[config.mk]
export PLATFORM = sky130hd
export DESIGN_NAME = router_in_arbiter_flat
export DESIGN_NICKNAME = d
export VERILOG_FILES = /design/src/rtl/router_in_arbiter_if.sv /design/src/rtl/router_in_arbiter.sv /design/src/flat_wrapper.sv
export SDC_FILE = /design/constraint.sdc
export NUM_CORES = 1
export LEC_CHECK = 0
export BUFFER_PORTS_ARGS = -buffer_cell sky130_fd_sc_hd__buf_2
export CAP_MARGIN = 25
export CORE_UTILIZATION = 50
export CTS_CLUSTER_DIAMETER = 60
export DETAILED_ROUTE_END_ITERATION = 8
export HOLD_SLACK_MARGIN = 0.02
export MAX_ROUTING_LAYER = met4
export PLACE_DENSITY_LB_ADDON = 0.25
export SLEW_MARGIN = 10
export SYNTH_ARGS = -nofsm -noshare
export SYNTH_HDL_FRONTEND = slang
export SYNTH_SLANG_ARGS = --single-unit
[constraint.sdc]
create_clock -name clk -period 2.9 [get_ports clk]
set_clock_uncertainty 0.1 [all_clocks]
set_input_delay 0 -clock clk [delete_from_list [all_inputs] [get_ports clk]]
set_output_delay 0 -clock clk [all_outputs]
set_load 0.005 [all_outputs]
[src/rtl/router_in_arbiter_if.sv]
// Bundle of source-side handshake and router-input signals for router_in_arbiter.
// master is the arbiter's view; slave is the sources/router environment's view.
interface router_in_arbiter_if;
  logic [2:0] src_req;
  logic [7:0] src_data_0;
  logic [7:0] src_data_1;
  logic [7:0] src_data_2;
  logic [2:0] src_ready;
  logic       busy;
  logic       packet_valid;
  logic [7:0] datain;
  logic [2:0] grant;
  logic       drop_err;

  modport master (
    input  src_req, src_data_0, src_data_1, src_data_2, busy,
    output src_ready, packet_valid, datain, grant, drop_err
  );

  modport slave (
    output src_req, src_data_0, src_data_1, src_data_2, busy,
    input  src_ready, packet_valid, datain, grant, drop_err
  );
endinterface

[src/rtl/router_in_arbiter.sv]
// Round-robin 3-source packet arbiter feeding one router input; drops addr=3 packets.
// Define ARB_PARITY_GEN_EN to generate the parity byte locally instead of forwarding it.
module router_in_arbiter (
  input  logic                clk,
  input  logic                reset,
  router_in_arbiter_if.master bus
);

  localparam logic [2:0] IDLE = 3'd0;
  localparam logic [2:0] HDR  = 3'd1;
  localparam logic [2:0] PLD  = 3'd2;
  localparam logic [2:0] PAR  = 3'd3;
  localparam logic [2:0] DROP = 3'd4;

  logic [2:0] state;
  logic [2:0] grant_q;
  logic [1:0] rr_ptr;
  logic [5:0] cnt;
  logic [7:0] par;
  logic       drop_q;

  logic [1:0] g_idx;
  logic [7:0] cur;
  logic [1:0] pick_idx;
  logic       bad_addr;

  always_comb begin
    g_idx = 2'd0;
    cur   = 8'h00;
    case (grant_q)
      3'b001: begin g_idx = 2'd0; cur = bus.src_data_0; end
      3'b010: begin g_idx = 2'd1; cur = bus.src_data_1; end
      3'b100: begin g_idx = 2'd2; cur = bus.src_data_2; end
      default: begin g_idx = 2'd0; cur = 8'h00; end
    endcase
  end

  assign bad_addr = (cur[1:0] == 2'b11);

  // Search starts at the source after the last one served.
  always_comb begin
    pick_idx = 2'd0;
    case (rr_ptr)
      2'd0: begin
        if (bus.src_req[1])      pick_idx = 2'd1;
        else if (bus.src_req[2]) pick_idx = 2'd2;
        else                     pick_idx = 2'd0;
      end
      2'd1: begin
        if (bus.src_req[2])      pick_idx = 2'd2;
        else if (bus.src_req[0]) pick_idx = 2'd0;
        else                     pick_idx = 2'd1;
      end
      default: begin
        if (bus.src_req[0])      pick_idx = 2'd0;
        else if (bus.src_req[1]) pick_idx = 2'd1;
        else                     pick_idx = 2'd2;
      end
    endcase
  end

  always_comb begin
    bus.datain       = 8'h00;
    bus.packet_valid = 1'b0;
    bus.src_ready    = 3'b000;
    case (state)
      HDR: begin
        bus.datain = cur;
        if (bad_addr) begin
          bus.src_ready = grant_q;
        end else begin
          bus.packet_valid = 1'b1;
          bus.src_ready    = bus.busy ? 3'b000 : grant_q;
        end
      end
      PLD: begin
        bus.datain       = cur;
        bus.packet_valid = 1'b1;
        bus.src_ready    = bus.busy ? 3'b000 : grant_q;
      end
      PAR: begin
`ifdef ARB_PARITY_GEN_EN
        bus.datain    = par;
`else
        bus.datain    = cur;
        bus.src_ready = bus.busy ? 3'b000 : grant_q;
`endif
      end
      DROP: begin
`ifdef ARB_PARITY_GEN_EN
        bus.src_ready = (cnt != 6'd0) ? grant_q : 3'b000;
`else
        bus.src_ready = grant_q;
`endif
      end
      default: ;
    endcase
  end

  assign bus.grant    = grant_q;
  assign bus.drop_err = drop_q;

  always_ff @(posedge clk or posedge reset) begin
    if (reset) begin
      state   <= IDLE;
      grant_q <= 3'b000;
      rr_ptr  <= 2'd2;
      cnt     <= 6'd0;
      par     <= 8'h00;
      drop_q  <= 1'b0;
    end else begin
      drop_q <= 1'b0;
      case (state)
        IDLE: begin
          if (bus.src_req != 3'b000) begin
            grant_q <= 3'b001 << pick_idx;
            state   <= HDR;
          end
        end
        HDR: begin
          if (bad_addr) begin
            cnt    <= cur[7:2];
            drop_q <= 1'b1;
            state  <= DROP;
          end else if (!bus.busy) begin
            cnt   <= cur[7:2];
            par   <= cur;
            state <= (cur[7:2] == 6'd0) ? PAR : PLD;
          end
        end
        PLD: begin
          if (!bus.busy) begin
            cnt <= cnt - 6'd1;
            par <= par ^ cur;
            if (cnt == 6'd1) state <= PAR;
          end
        end
        PAR: begin
          if (!bus.busy) begin
            state   <= IDLE;
            grant_q <= 3'b000;
            rr_ptr  <= g_idx;
          end
        end
        DROP: begin
`ifdef ARB_PARITY_GEN_EN
          if (cnt != 6'd0) cnt <= cnt - 6'd1;
          if (cnt <= 6'd1) begin
            state   <= IDLE;
            grant_q <= 3'b000;
            rr_ptr  <= g_idx;
          end
`else
          // The final cycle here swallows the source's parity byte.
          if (cnt == 6'd0) begin
            state   <= IDLE;
            grant_q <= 3'b000;
            rr_ptr  <= g_idx;
          end else begin
            cnt <= cnt - 6'd1;
          end
`endif
        end
        default: state <= IDLE;
      endcase
    end
  end

endmodule
[src/flat_wrapper.sv]
// flat-port wrapper written by rule: the top's interface ports become plain ports
module router_in_arbiter_flat 
  (clk, reset, bus_src_req, bus_src_data_0, bus_src_data_1, bus_src_data_2, bus_busy, bus_src_ready, bus_packet_valid, bus_datain, bus_grant, bus_drop_err);
  router_in_arbiter_if bus_i ();
  input  logic clk;
  input  logic reset;
  input wire logic [$bits(bus_i.src_req)-1:0] bus_src_req;
  input wire logic [$bits(bus_i.src_data_0)-1:0] bus_src_data_0;
  input wire logic [$bits(bus_i.src_data_1)-1:0] bus_src_data_1;
  input wire logic [$bits(bus_i.src_data_2)-1:0] bus_src_data_2;
  input wire logic [$bits(bus_i.busy)-1:0] bus_busy;
  output wire logic [$bits(bus_i.src_ready)-1:0] bus_src_ready;
  output wire logic [$bits(bus_i.packet_valid)-1:0] bus_packet_valid;
  output wire logic [$bits(bus_i.datain)-1:0] bus_datain;
  output wire logic [$bits(bus_i.grant)-1:0] bus_grant;
  output wire logic [$bits(bus_i.drop_err)-1:0] bus_drop_err;
  assign bus_i.src_req = bus_src_req;
  assign bus_i.src_data_0 = bus_src_data_0;
  assign bus_i.src_data_1 = bus_src_data_1;
  assign bus_i.src_data_2 = bus_src_data_2;
  assign bus_i.busy = bus_busy;
  assign bus_src_ready = bus_i.src_ready;
  assign bus_packet_valid = bus_i.packet_valid;
  assign bus_datain = bus_i.datain;
  assign bus_grant = bus_i.grant;
  assign bus_drop_err = bus_i.drop_err;
  router_in_arbiter u_core (.clk(clk), .reset(reset), .bus(bus_i));
endmodule
==> impl_metrics.tcl, run 1 <==
set metrics [dict create \
    p_per_area_mw_per_mm2 1000 \
    status "completed" \
    instances_no_fill 227 \
    maxSlewHeadroom_pct 60.9 \
    die_w_um 53.5 \
    cts_buffers 3 \
    ys_seq_elements 15 \
    finalHoldViolCount 0 \
    total_power_mw 1.59 \
    ys_top_cells_by_area "dfrtp_1 26%, nor2_1 5.9%, a22o_1 4.0%" \
    cp.required_ns 3.01 \
    root_buffer "clkbuf_4" \
    routed_wl_um 3200 \
    r2r-start "u_core.bus.grant[0]" \
    maxCapViolCount 0 \
    peakVddDrop_v 0.000624 \
    grt_usage_pct 25.1 \
    portBuffers 45 \
    synth_top_area_share_pct 26.4 \
    nFillCells 213 \
    finalCriticalPeriod_ns 2.49 \
    rows 18 \
    multi_input_area_um2 883 \
    place_congestion 0.888 \
    grt_antenna_before_repair 0 \
    intPower_mw 0.835 \
    grt_overflow 0 \
    postCtsSetupBuffers 0 \
    ys_seq_area_share_pct 28.4 \
    fp.dieArea_mm2 0.00286 \
    seqCellArea_um2 377 \
    clock_sinks 15 \
    clkLatencyLatePin_ns 0.28 \
    synth_flop_cell "dfrtp_1" \
    vias 1348 \
    tns_ns 0 \
    critPathCaptureType "register" \
    firstDrtPassIters 4 \
    diodes 0 \
    core_mm2 0.00250 \
    fp.dieH_um 53.5 \
    pin_count 46 \
    power.leakage_nw 0.748 \
    fin_crit_sh_pct 85.8 \
    syn-cell-area_mm2 0.00133 \
    arrival_ns 2.59 \
    pwr-share-seq_pct 27.5 \
    tightest_slew_ns 0.586 \
    path_clk_slew_ns 0.09 \
    combPwrFrac_pct 65.1 \
    nets 231 \
    netlist_instances 155 \
    cp-startpoint "u_core.bus.grant[0]" \
    ctsResizeCount 0 \
    synth-edff-count 0 \
    place_inst 222 \
    crit_path_start_kind "register" \
    synth_fp_nets 188 \
    cts_buffer_depth 2 \
    crit_slowest_cell "dfrtp_1" \
    hold_path.class "in2reg" \
    viasPerCell 5.94 \
    grt_max_degree 17 \
    path_cells "nor3b_4, a221oi_2, nor4_4, or2_1, mux2i_1" \
    cts_tree "built" \
    drc 0 \
    maxSlewViolCount 0 \
    grt_pass1_wl_um 5080 \
    wl_per_cell_um 14.1 \
    switchingPower_mw 0.751 \
    grt_pass1_vias 1113 \
    initial_core_util_pct 53.1 \
    synth.largest_area_cell "dfrtp_1" \
    critPathMaxStageDelay_ns 0.63 \
    rsz0062_at_grt "false" \
    synth.distinct_cells 48 \
    dp_hpwl_um 2480 \
    critPathKind "reg2reg" \
    layout-drive-gt1-share_pct 28.9 \
    synth-async-reset-ratio_pct 100 \
    fmaxAchievable_ghz 0.402 \
    setup_viol 0 \
    syn_to_final_growth_pct 19.5 \
    yosysWarnings 0 \
    clkPwrFrac_pct 7.4 \
    synth.avg_cell_area_um2 8.56 \
    ant_nets 0 \
    drtIter0Drc 37 \
    swShare_pct 47.3 \
    htree_levels 1 \
    hold_start "bus_busy" \
    cp_max_fo 16 \
]
## cell usage after synthesis (2+ instances only)
cell type / number
nor2_1: 21
dfrtp_1: 14
a21oi_1: 9
inv_1: 7
a22o_1: 6
a22oi_1: 6
a2bb2oi_1: 6
nand2b_1: 6
nand2_1: 5
nor2b_1: 5
nor3_1: 5
o21ai_0: 5
o22ai_1: 5
clkbuf_1: 4
mux2_2: 4
ha_1: 3
or3_1: 3
a31o_1: 2
a31oi_1: 2
and2_1: 2
buf_2: 2
buf_4: 2
mux2_1: 2
mux2i_1: 2
nor3b_1: 2
o32ai_1: 2
or2_1: 2
## cells by family (layout without fill, tap and decap cells)
| logic type | after synthesis | in the layout | synth area share [%] |
|---|---|---|---|
| AOI/OAI and AO/OA | 52 | 52 | 29.6 |
| xor gates and xnor gates | 1 | 1 | 0.660 |
| adders and majority gates | 3 | 3 | 2.83 |
| buffers and inverters | 15 | 57 | 5.00 |
| DFF | 15 | 15 | 28.4 |
| muxes | 8 | 8 | 6.60 |
| and+or+nand+nor | 61 | 61 | 26.9 |
## cell usage in the layout (no fill, tap or decap), types with 3 or more instances in the layout
| cell | n |
|---|---|
| nor2_1 | 21 |
| a22o_1 | 6 |
| nand2b_1 | 6 |
| ha_1 | 3 |
| buf_2 | 45 |
| dfrtp_1 | 14 |
| nor3_1 | 5 |
| clkbuf_4 | 3 |
| mux2_2 | 4 |
| o22ai_1 | 5 |
| or3_1 | 3 |
| inv_1 | 7 |
| nand2_1 | 5 |
| o21ai_0 | 5 |
| nor2b_1 | 5 |
| a2bb2oi_1 | 6 |
| a22oi_1 | 6 |
| a21oi_1 | 9 |
## timing repair
action,4_1_cts,5_1_grt
endpoints found under the hold margin,14,0
hold buffers,1,0
setup endpoints to repair,0,0
## cell type report
class,count,area share [%]
Clock buffer,4,1.66
Inverter,7,1.66
Multi-Input combinational cell,125,55.7
Sequential cell,15,23.8
Tap cell,30,2.37
Timing Repair Buffer,46,14.8
## layer usage
| metal | GRT usage [%] | up-vias | share of wire (%) |
|---|---|---|---|
| li1 | - | 663 | - |
| met1 | 34.3 | 611 | 47 |
| met2 | 39.0 | 70 | 45 |
| met3 | 3.74 | 4 | 7.5 |
| met4 | 5.26 | 0 | 0.78 |
| met5 | - | - | 0 |
## metrics by stage
stage | setup slack [ns] | cell area [um2] | hold WS [ns] | utilization [%]
floorplan | 0.851 | 1330 | -0.199 | -
global placement | 0.600 | 1550 | -0.0213 | 62.0
detailed placement | 0.445 | 1550 | -0.00775 | 62.0
CTS | 0.428 | 1590 | 0.0659 | 63.4
global route | 0.175 | 1590 | 0.108 | 63.4
finish | 0.412 | 1590 | 0.0878 | 63.4
## worst max-delay path: cells and delay by family, from the launching register on
kind / cells / cell delay (ns)
flip-flops: 1 / 0.63
multiplexers: 1 / 0.21
AND/OR/NAND/NOR: 3 / 1.25
AO/OA/AOI/OAI: 1 / 0.22
## path summary, 6_finish.rpt
kind / slack (ns) / depth (start not counted) / end
worst max-delay path: 0.41 / 5 / u_core.cnt[1]
worst min-delay path: 0.09 / 4 / u_core.state[1]
worst max register to register: 0.41 / 5 / u_core.cnt[1]
worst min register to register: 0.42 / 1 / u_core.rr_ptr[0]
max in group asynchronous: 2.10 / 3 / u_core.bus.grant[2]
min in group asynchronous: 0.22 / 3 / u_core.state[1]
## sequential cells by signal, summed over array words and instances (netlist names)
register,count
u_core.bus.grant,3
u_core.bus.drop_err,1
u_core.rr_ptr,2
u_core.cnt,6
u_core.state,3
## power by group through the flow
stage | registers, mW | logic [mW] | clock network (mW)
final | 0.436 | 1.03 | 0.117
after floorplan | 0.346 | 0.879 | 0
after detailed placement | 0.437 | 1.03 | 0
after global routing | 0.459 | 1.15 | 0.133
after global placement | 0.429 | 0.996 | 0
after CTS | 0.433 | 1.03 | 0.123
Power figures use the tool's default switching activity.
==> run 2, diff against run 1 <==
--- a/config.mk
+++ b/config.mk
@@ -12,7 +12,7 @@
 export DETAILED_ROUTE_END_ITERATION = 8
 export HOLD_SLACK_MARGIN = 0.02
 export MAX_ROUTING_LAYER = met4
-export PLACE_DENSITY_LB_ADDON = 0.25
+export PLACE_DENSITY = 0.79
 export SLEW_MARGIN = 10
 export SYNTH_ARGS = -nofsm -noshare
 export SYNTH_HDL_FRONTEND = slang
==> impl_metrics.tcl, run 2 (synthesis gave the netlist of run 1 again) <==
set metrics [dict create \
    cts_buffer_depth 2 \
    htree_levels 1 \
    crit_path_start_kind "register" \
    fin_crit_sh_pct 84.0 \
    die_w_um 53.5 \
    critPathKind "reg2reg" \
    grt_max_degree 17 \
    power.leakage_nw 0.748 \
    combPwrFrac_pct 65.1 \
    viasPerCell 6.05 \
    drtIter0Drc 55 \
    firstDrtPassIters 6 \
    cts_tree "built" \
    pin_count 46 \
    arrival_ns 2.55 \
    grt_antenna_before_repair 0 \
    rsz0062_at_grt "false" \
    largest_reg_flops 6 \
    grt_usage_pct 26.2 \
    fp.dieH_um 53.5 \
    postCtsSetupBuffers 0 \
    swShare_pct 47.8 \
    cts_buffers 3 \
    diodes 0 \
    grt_overflow 0 \
    path_clk_slew_ns 0.09 \
    nets 231 \
    maxSlewViolCount 0 \
    place_congestion 0.867 \
    intPower_mw 0.835 \
    final_cell_mix "45 x buf_2, 21 x nor2_1, 14 x dfrtp_1" \
    maxSlewHeadroom_pct 60.7 \
    layout_commonest_cell "buf_2" \
    maxCapViolCount 0 \
    routed_wl_um 3270 \
    switchingPower_mw 0.764 \
    cp_max_fo 16 \
    core_mm2 0.00250 \
    pwr-share-seq_pct 27.4 \
    ant_nets 0 \
    whs_ns 0.0860 \
    critPathCaptureType "register" \
    initial_core_util_pct 53.1 \
    clock_sinks 15 \
    status "completed" \
    wl_per_cell_um 14.4 \
    cp.required_ns 3.02 \
    p_per_area_mw_per_mm2 1010 \
    drc 0 \
    peakVddDrop_v 0.000544 \
    rows 18 \
    dp_hpwl_um 2510 \
    finalHoldViolCount 0 \
    clkLatencyLatePin_ns 0.29 \
    syn_to_final_growth_pct 19.5 \
    grt_pass1_vias 1173 \
    setup_viol 0 \
    top_register "u_core.cnt" \
    vias 1373 \
    hold_path.class "in2reg" \
    grt_pass1_wl_um 5330 \
    tns_ns 0 \
    portBuffers 45 \
    tightest_slew_ns 0.588 \
    seqCellArea_um2 377 \
    fp.dieArea_mm2 0.00286 \
    finalCriticalPeriod_ns 2.43 \
    clkPwrFrac_pct 7.6 \
    multi_input_area_um2 883 \
    nFillCells 204 \
    fmaxAchievable_ghz 0.411 \
    root_buffer "clkbuf_4" \
    layout-drive-gt1-share_pct 28.9 \
]
==> run 2: cell counts in the layout (fill, tap and decap cells not counted) <==
No cell type changed its count.
==> run 2: timing repair <==
action,CTS,global route
hold buffers,1,0
resized for setup,0,0
endpoints found under the hold margin,14,0
==> run 2: area by class of cell <==
class                   instances  area share [%]
clock buffers                   4            1.66
repair buffers                 46            14.8
multi-input cells             125            55.7
well taps                      30            2.37
flip-flops and latches         15            23.8
inverters                       7            1.66
==> run 2: worst max-delay path, stage by stage, from the launching register on <==
cell,delay [ns]
dfrtp_1,0.62
nor3b_4,0.50
a221oi_2,0.22
nor4_4,0.42
or2_1,0.31
mux2i_1,0.21
==> run 2: power groups by stage <==
stage	Sequential, mW	Clock [mW]	Combinational, mW
CTS	0.433	0.121	1.04
global route	0.458	0.136	1.17
floorplan	0.346	0	0.879
detailed placement	0.435	0	1.03
finish	0.438	0.121	1.04
global placement	0.427	0	0.996
==> run 2: worst paths after layout <==
check,start,end,slack (ns),cells past startpoint
max,u_core.bus.grant[0],u_core.cnt[1],0.47,5
min,bus_src_data_0[7],u_core.cnt[5],0.09,4
max in group asynchronous,reset,u_core.bus.grant[0],2.11,3
min reg2reg,u_core.rr_ptr[0],u_core.rr_ptr[0],0.41,1
min in group asynchronous,reset,u_core.cnt[1],0.20,3
max reg2reg,u_core.bus.grant[0],u_core.cnt[1],0.47,5
==> run 2: stage by stage <==
stage	setup slack, ns	cell area (um2)	std cells	utilization [%]	total power [mW]
finish	0.465	1590	227	63.4	1.60
global route	0.262	1590	227	63.4	1.76
CTS	0.458	1590	227	63.4	1.59
detailed placement	0.481	1550	222	62.0	1.47
global placement	0.608	1550	222	62.0	1.42
floorplan	0.851	1330	155	-	1.23
==> run 2: per-layer routing <==
metal / global-route usage, % / share of wire (%) / routed length, um
met2: 41.7 / 46 / 1510
met1: 35.3 / 44 / 1440
met4: 6.14 / 0.83 / 27
met5: - / 0 / 0
met3: 3.16 / 9.1 / 298
==> run 3, diff against run 2 <==
--- a/config.mk
+++ b/config.mk
@@ -5,14 +5,15 @@
 export SDC_FILE = /design/constraint.sdc
 export NUM_CORES = 1
 export LEC_CHECK = 0
+export ABC_AREA = 1
 export BUFFER_PORTS_ARGS = -buffer_cell sky130_fd_sc_hd__buf_2
 export CAP_MARGIN = 25
-export CORE_UTILIZATION = 50
+export CORE_UTILIZATION = 46
 export CTS_CLUSTER_DIAMETER = 60
 export DETAILED_ROUTE_END_ITERATION = 8
 export HOLD_SLACK_MARGIN = 0.02
 export MAX_ROUTING_LAYER = met4
-export PLACE_DENSITY = 0.79
+export PLACE_DENSITY = 0.76
 export SLEW_MARGIN = 10
 export SYNTH_ARGS = -nofsm -noshare
 export SYNTH_HDL_FRONTEND = slang
==> constraint.sdc (replaced) <==
create_clock -name clk -period 2 [get_ports clk]
set_clock_uncertainty 0.1 [all_clocks]
set_input_delay 0 -clock clk [delete_from_list [all_inputs] [get_ports clk]]
set_output_delay 0 -clock clk [all_outputs]
set_load 0.005 [all_outputs]
==> impl_metrics.tcl, run 3 <==
set metrics [dict create \
    top_register "u_core.cnt" \
    final_cell_mix "59 x nand2_1, 45 x buf_2, 32 x inv_1" \
    cts_buffers 3 \
    maxSlewViolCount 0 \
    cts_tree "built" \
    critPathKind "reg2out" \
    cp_max_fo 8 \
    pin_count 46 \
    fmaxAchievable_ghz 0.553 \
    grt_pass1_wl_um 5590 \
    clkLatencyLatePin_ns 0.28 \
    synth.largest_area_cell "dfrtp_1" \
    setup_viol 0 \
    power.leakage_nw 1.07 \
    syn_to_final_growth_pct 23.0 \
    crit_slowest_cell "dfrtp_2" \
    place_congestion 0.948 \
    tns_ns 0 \
    peakVddDrop_v 0.000763 \
    cp-startpoint "u_core.bus.grant[0]" \
    die_w_um 57.0 \
    rsz0062_at_grt "false" \
    largest_reg_flops 6 \
    cp.required_ns 1.90 \
    portBuffers 45 \
    nFillCells 271 \
    netlist_instances 223 \
    ys_top_cells_by_area "dfrtp_1 25%, nand2_1 16%, nand3_1 10%" \
    tightest_slew_ns 0.579 \
    p_per_area_mw_per_mm2 1450 \
    yosys-top-cells-count "59 x nand2_1, 32 x inv_1, 29 x nor2_1" \
    ant_nets 0 \
    critPathCaptureType "output port" \
    timing.rr.end "u_core.state[0]" \
    synth-edff-count 0 \
    fin_crit_sh_pct 90.4 \
    hold_start "bus_src_req[1]" \
    status "finished with violations" \
    diodes 0 \
    maxSlewHeadroom_pct 61.4 \
    synth_most_common_cell "nand2_1" \
    synth_top_area_share_pct 25.2 \
    r2r_slack_ns 0.34 \
    arrival_ns 1.71 \
    path_clk_slew_ns 0.09 \
    viasPerCell 4.87 \
    firstDrtPassIters 6 \
    ys_seq_area_share_pct 27.0 \
    vias 1489 \
    r2r-start "u_core.bus.grant[2]" \
    synth_fp_nets 256 \
    synth.distinct_cells 27 \
    fp.dieH_um 57.0 \
    clock_sinks 15 \
    synth-async-reset-ratio_pct 100 \
    drtIter0Drc 162 \
    yosysWarnings 0 \
    routed_wl_um 3340 \
    critPathMaxStageDelay_ns 0.49 \
    cp_common_cell "nand3_2" \
    htree_levels 1 \
    finalCriticalPeriod_ns 1.81 \
    worst_r2r_path_depth 9 \
    layout-drive-gt1-share_pct 29.5 \
    core_mm2 0.00281 \
    total_power_mw 2.48 \
    fp.dieArea_mm2 0.00325 \
    nets 309 \
    rows 19 \
    layout_commonest_cell "nand2_1" \
    grt_pass1_vias 1331 \
    initial_core_util_pct 49.6 \
    cts_buffer_depth 2 \
    crit_path_start_kind "register" \
    maxCapViolCount 0 \
    crit_end "bus_src_ready[0]" \
    synth.avg_cell_area_um2 6.24 \
    syn-cell-area_mm2 0.00139 \
    finalHoldViolCount 0 \
    root_buffer "clkbuf_4" \
    grt_usage_pct 22.5 \
    violations "design-rule violations" \
    wl_per_cell_um 10.9 \
    path_cells "nor2_4, nand3_1, nand3_2, nand3_2, nand2_1, a21oi_1, nor2_1, buf_2" \
    grt_antenna_before_repair 0 \
    dp_hpwl_um 2720 \
    ys_seq_elements 15 \
    synth_flop_cell "dfrtp_1" \
    hold_path.class "in2reg" \
    grt_max_degree 16 \
    drc 16 \
    grt_overflow 0 \
]
run 3: changes by cell type after synthesis, moves of 6 or more:
cell | previous run | this run
nand2_1 | 5 | 59
nand3_1 | 1 | 28
inv_1 | 7 | 32
nor2_1 | 21 | 29
a22o_1 | 6 | 0
a22oi_1 | 6 | 0
a2bb2oi_1 | 6 | 0
nand2b_1 | 6 | 0
nand3_2 | 0 | 6
o21ai_0 | 5 | 11
run 3: what timing repair did:
item                                   in CTS  in global routing
endpoints found under the hold margin      14                  0
hold buffers                                1                  0
setup endpoints to repair                   0                  5
resized for setup                           0                  4
buffers inserted                            0                  4
run 3: metal layers:
layer	vias to the layer above	track usage [%]	share of wire, %
met5	-	-	0
met4	0	8.01	1.7
met3	7	2.72	6.1
met2	45	36.0	44
met1	633	29.5	48
li1	804	-	-
run 3: per-stage QoR:
stage          utilization [%]  worst slack (ns)  hold WS, ns  std cells  cell area (um2)
2_1_floorplan                -             0.489       -0.199        223             1390
3_3_place_gp              58.4             0.257     -0.00684        297             1640
3_5_place_dp              58.4             0.233     -0.00938        297             1640
4_1_cts                   59.7            0.0278       0.0592        302             1670
5_1_grt                   61.1            0.0406       0.0979        306             1710
6_report                  61.1             0.191       0.0606        306             1710
run 3: worst min path at each step:
| stage | end | cells after the start | slack [ns] |
|---|---|---|---|
| 6_report | u_core.bus.grant[1] | 5 | 0.06 |
| 3_5_place_dp | u_core.cnt[1] | 2 | -0.009 |
| 4_1_cts | u_core.bus.grant[1] | 5 | 0.06 |
| 3_3_place_gp | u_core.cnt[1] | 2 | -0.007 |
| 2_1_floorplan | u_core.bus.drop_err | 1 | -0.20 |
| 5_1_grt | u_core.bus.grant[1] | 5 | 0.1 |
run 3: power breakdown:
part / total (mW) / internal (mW) / switching, mW
Sequential: 0.596 / 0.436 / 0.160
Clock: 0.176 / 0.0775 / 0.0987
Combinational: 1.71 / 0.656 / 1.05
run 3: cell type report:
| cell class | instances | area [um2] | area share (%) |
|---|---|---|---|
| multi-input combinational | 166 | 843 | 49.2 |
| timing repair buffer | 51 | 273 | 15.9 |
| sequential | 15 | 380 | 22.2 |
| clock buffer | 4 | 26.3 | 1.53 |
| tap | 31 | 38.8 | 2.26 |
| inverter | 39 | 151 | 8.84 |
run 3: logic make-up (layout without fill, tap and decap cells):
logic type	after synthesis	count (layout)	share of synthesized area, %
xor gates and xnor gates	2	2	1.26
DFF	15	15	27.0
muxes	1	1	0.809
AOI/OAI and AO/OA	19	19	6.83
buffers and inverters	42	94	12.8
and+or+nand+nor	141	141	48.6
adders and majority gates	3	3	2.70
run 3: worst max-delay path, delay by kind of cell, from the launching register on:
| family | cells | cell delay (ns) |
|---|---|---|
| flops | 1 | 0.49 |
| buf+inv | 1 | 0.12 |
| simple gates | 6 | 0.72 |
| compound gates | 1 | 0.09 |
